--- config.mk ---
export PLATFORM = sky130hd
export DESIGN_NAME = latch_dump
export DESIGN_NICKNAME = d
export VERILOG_FILES = /design/src/rtl/debug_pkg.sv /design/src/rtl/latch_dump.sv
export SDC_FILE = /design/constraint.sdc
export NUM_CORES = 1
export LEC_CHECK = 0
export CAP_MARGIN = 10
export CORE_MARGIN = 2
export CORE_UTILIZATION = 43
export CTS_CLUSTER_SIZE = 12
export DETAILED_ROUTE_END_ITERATION = 16
export PLACE_DENSITY_LB_ADDON = 0.15
export SYNTH_ARGS = -nofsm -noshare
export SYNTH_HDL_FRONTEND = slang
export SYNTH_SLANG_ARGS = --single-unit
--- constraint.sdc ---
create_clock -name clk -period 2.5 [get_ports clk]
set_input_delay 0.75 -clock clk [delete_from_list [all_inputs] [get_ports clk]]
set_output_delay 0.75 -clock clk [all_outputs]
set_load 0.05 [all_outputs]
--- src/rtl/debug_pkg.sv ---
// rtl/debug_pkg.sv - shared debug-path types and latch select list
package debug_pkg;

  typedef enum logic [2:0] {
    ST_IDLE,
    ST_SELECT,
    ST_CAPTURE,
    ST_SEND,
    ST_DONE
  } state_e;

  localparam int SEL_COUNT      = 19;
  localparam int BYTES_PER_WORD = 4;

  // Every defined latch code, in dump order; unlisted codes are never driven.
  localparam logic [6:0] SEL_LIST [0:SEL_COUNT-1] = '{
    7'h00, 7'h01,
    7'h10, 7'h11, 7'h12, 7'h13, 7'h14, 7'h15,
    7'h20, 7'h21, 7'h23, 7'h24, 7'h25,
    7'h30, 7'h31, 7'h32, 7'h33,
    7'h40, 7'h41
  };

  // Pick byte n of a word in transmit order; msb_first puts bits [31:24] at n=0.
  function automatic logic [7:0] word_byte(input logic [31:0] w, input logic [1:0] n,
                                           input logic msb_first);
    logic [1:0] k;
    k = msb_first ? ~n : n;
    return w[{k, 3'b000} +: 8];
  endfunction

endpackage

--- src/rtl/latch_dump.sv ---
// rtl/latch_dump.sv - steps the latch mux through every code and streams the words as bytes
module latch_dump
  import debug_pkg::*;
#(
  parameter logic MSB_FIRST = 1'b1
) (
  input  logic        clk,
  input  logic        rst,
  input  logic        start,
  input  logic [31:0] mux_data,
  input  logic        tx_ready,
  output logic [6:0]  mux_sel,
  output logic [7:0]  tx_data,
  output logic        tx_valid,
  output logic        busy,
  output logic        done
);

  localparam logic [4:0] LAST_IDX  = 5'(SEL_COUNT - 1);
  localparam logic [1:0] LAST_BYTE = 2'(BYTES_PER_WORD - 1);

  state_e      state_q;
  logic [4:0]  idx_q;
  logic [1:0]  byte_cnt_q;
  logic [31:0] word_q;
  logic [6:0]  mux_sel_q;
  logic [7:0]  tx_data_q;
  logic        tx_valid_q;
  logic        busy_q;
  logic        done_q;

  // Dump sequencer: select a code, let the mux register it, capture, then drain four bytes.
  always_ff @(posedge clk or negedge rst) begin
    if (!rst) begin
      state_q    <= ST_IDLE;
      idx_q      <= '0;
      byte_cnt_q <= '0;
      word_q     <= '0;
      mux_sel_q  <= '0;
      tx_data_q  <= '0;
      tx_valid_q <= 1'b0;
      busy_q     <= 1'b0;
      done_q     <= 1'b0;
    end else begin
      done_q <= 1'b0;
      case (state_q)
        ST_IDLE: begin
          if (start) begin
            idx_q     <= '0;
            mux_sel_q <= SEL_LIST[0];
            busy_q    <= 1'b1;
            state_q   <= ST_SELECT;
          end
        end
        ST_SELECT: begin
          state_q <= ST_CAPTURE;
        end
        ST_CAPTURE: begin
          word_q     <= mux_data;
          byte_cnt_q <= '0;
          tx_data_q  <= word_byte(mux_data, 2'd0, MSB_FIRST);
          tx_valid_q <= 1'b1;
          state_q    <= ST_SEND;
        end
        ST_SEND: begin
          if (tx_valid_q && tx_ready) begin
            if (byte_cnt_q != LAST_BYTE) begin
              tx_data_q  <= word_byte(word_q, byte_cnt_q + 2'd1, MSB_FIRST);
              byte_cnt_q <= byte_cnt_q + 2'd1;
            end else begin
              tx_valid_q <= 1'b0;
              if (idx_q != LAST_IDX) begin
                idx_q     <= idx_q + 5'd1;
                mux_sel_q <= SEL_LIST[idx_q + 5'd1];
                state_q   <= ST_SELECT;
              end else begin
                done_q  <= 1'b1;
                state_q <= ST_DONE;
              end
            end
          end
        end
        ST_DONE: begin
          busy_q  <= 1'b0;
          state_q <= ST_IDLE;
        end
        default: begin
          state_q <= ST_IDLE;
        end
      endcase
    end
  end

  assign mux_sel  = mux_sel_q;
  assign tx_data  = tx_data_q;
  assign tx_valid = tx_valid_q;
  assign busy     = busy_q;
  assign done     = done_q;

endmodule

==> reports/summary.txt <==
Initial Util = 44.0%
Finished Core Util = 57.5%
Metal2 WL = 2.53 mm
Skew final = 0.00659 ns
Min-delay worst type = in2async
Worst slew pin tran = 0.943 ns
Yosys warns = 0
Row count = 29
Antenna diodes = 0
IO Count = 54
Outcome = complete, no violations
Initial drt markers = 100
Share of cells above drive strength 1 = 23.1%
Cts hold-fix bufs = 0
Via density = 5.21
Power Density = 1310 mW/mm^2
CP endpoint kind = primary output
Synth Instances = 224
CTS tree = done
FFs w/ async S/R, synth = 100%
Hold WS = 0.409 ns
First-pass GRT wire length = 9.09 mm
Nets = 324
Die Wd = 84.4 um
CP arrival = 1.55 ns
Die H = 84.4 um
Mapped Nets = 267
Post-synth top flop = dfrtp_1
HPWL after detailed placement = 3.56 mm
Depth of the CTS H-tree = 3
Met3 routed WL = 235 um
Clock Path Buffers = 2
Worst rel slew slack = 36.9%
Register area = 0.00148 mm^2
Endpoints failing hold = 0
Pin count of the biggest net entering global routing = 60
DRC Markers = 0
Sum Neg Setup Slack = 0 ns
Synthesized area per cell = 12.4 um^2
Crit-path leading delay family = buffers and inverters
Crit-path max FO = 5
Postcts setup bufs = 0
Worst skew pair latency = 0.33 ns
Post-Syn Area = 0.00278 mm^2
Die ar. = 0.00712 mm^2
ANT nets after route = 0
Initial antenna violation count = 0
Max Used Layer = met4
Fill cell count = 548
WS Path Type = reg2out
Worst-path clk slew = 0.07 ns
Final setup vio count = 0
Worst-case vdd ir drop = 0.609 mV
Core area = 0.00631 mm^2
CP Cell Sequence = clkdlybuf4s50_1
RD Place Congestion = 0.869
Cell with the largest stage delay on the worst path = clkdlybuf4s50_1
RSZ-0062 raised after global routing = false
Slew Limit Fails = 0
Pleak = 1.55 nW
Clock Sinks = 59
TritonCTS Buffers = 9
Multi-input logic area = 0.00121 mm^2
Area grow syn2layout = 30.7%
Worst setup SP type = flop
Yosys reg bits = 59
Metal-1 WL = 2.50 mm
CP max stage delay = 0.82 ns
Final wirelength = 5.29 mm
Critical Path RT = 1.75 ns
Min cycle time layout = 2.30 ns
Flop2flop setup slack = 0.31 ns
Max cap viols = 0
Number of synthesized flops with an enable pin = 0
CP bufs+invs = 1
Cell variety after synth = 34
DR WL/cell = 14.6 um
Via Count = 1893
# port buffers = 52
Total track usage = 16.3%
Post-synthesis sequential area ratio = 53.1%
Vias in the first global route = 1937
Drt pass-1 iters = 4
Total gr overflow = 0
Top cell type's share of synthesized area = 53.1%
Synth area leaders = dfrtp_1, mux2_2, mux4_2, mux2i_1, ha_1
Fmax = 435 MHz
Yosys top cell by area = dfrtp_1
Cts repair resizes = 0
Root buffer selected by CTS = clkbuf_8
Tcrit/Tclk final = 91.9%
==> layer usage <==
metal	track usage, %	vias up
li1	-	913
met2	25.8	43
met5	0	-
met1	21.5	935
met4	5.19	0
met3	5.31	2
==> kinds of logic after synthesis <==
kind of cell / share of synthesized area (%)
buffers and inverters: 3.29
other: 0.135
AOI/OAI and AO/OA: 7.20
adders and majority gates: 3.15
xor gates and xnor gates: 0.630
muxes: 23.5
DFF: 53.1
and+or+nand+nor: 9.01
==> synthesized netlist by cell type (2+ instances only) <==
library cell   n
a21oi_1       13
a31oi_1        2
buf_2          7
clkbuf_1       3
dfrtp_1       59
ha_1           7
inv_1          7
mux2_1         4
mux2_2        29
mux2i_1       10
mux4_2         8
nand2_1       12
nand3_1        6
nor2_1        20
nor3_1         2
nor3b_1        2
o21ai_0       15
xor2_1         2
==> placed cells by master (no fill, tap or decap) <==
cell,Yosys,final
dfrtp_1,59,59
clkdlybuf4s50_1,0,51
mux2_2,29,29
nor2_1,20,19
o21ai_0,15,15
a21oi_1,13,13
clkbuf_8,0,13
nand2_1,12,12
mux2i_1,10,10
mux4_2,8,8
inv_1,7,7
ha_1,7,7
nand3_1,6,6
buf_4,1,5
mux2_1,4,4
xor2_1,2,2
a31oi_1,2,2
nor3_1,2,2
nor3b_1,2,2
bufinv_16,0,2
nand3b_2,1,1
and4bb_4,1,1
nand4_1,1,1
nor3_4,1,1
or3_4,1,1
a32o_1,1,1
nor2_2,0,1
a22o_1,1,1
nand3b_1,1,1
a21oi_2,1,1
or3_1,1,1
o21ai_1,1,1
a21o_1,1,1
o21a_1,1,1
conb_1,1,1
clkinvlp_4,0,1
buf_2,7,1
buf_12,0,1
==> path summary, 6_finish.rpt <==
check | startpoint | to | depth (start not counted)
max | tx_valid | tx_valid | 1
min | rst | tx_valid | 2
max reg2reg | idx_q[0] | mux_sel[4] | 7
min reg2reg | mux_sel[2] | mux_sel[2] | 2
max in group asynchronous | rst | word_q[23] | 2
min in group clk | mux_sel[2] | mux_sel[2] | 2
==> area by class of cell <==
type	count	area share, %
well taps	77	2.65
flip-flops and latches	59	40.6
inverters	7	0.723
clock inverters	3	1.86
repair buffers	58	15.8
clock buffers	13	4.93
multi-input cells	146	33.4
==> through the flow <==
step / instances / cell area, um^2 / power (mW) / setup WS (ns)
2_1_floorplan: 224 / 2780 / 3.15 / 0.710
5_1_grt: 363 / 3630 / 5.09 / 0.0801
4_1_cts: 363 / 3630 / 4.83 / 0.170
3_3_place_gp: 347 / 3390 / 3.72 / 0.0530
6_report: 363 / 3630 / 4.76 / 0.203
3_5_place_dp: 347 / 3390 / 3.76 / 0.0156
==> flip-flops by register name (all words and copies together), names as in the netlist <==
name and cells:
byte_cnt_q 2, tx_data 8, tx_valid 1, busy 1, state_q 3, mux_sel 6, done 1, word_q 32
idx_q 5
==> report_power, final <==
group          switching, mW  leakage (nW)  internal (mW)
sequential             0.263         0.723           1.37
clock                  0.371         0.122          0.671
combinational           1.07         0.708           1.01
total                   1.71          1.55           3.06
Note: power is estimated with default switching activity, not from simulation.
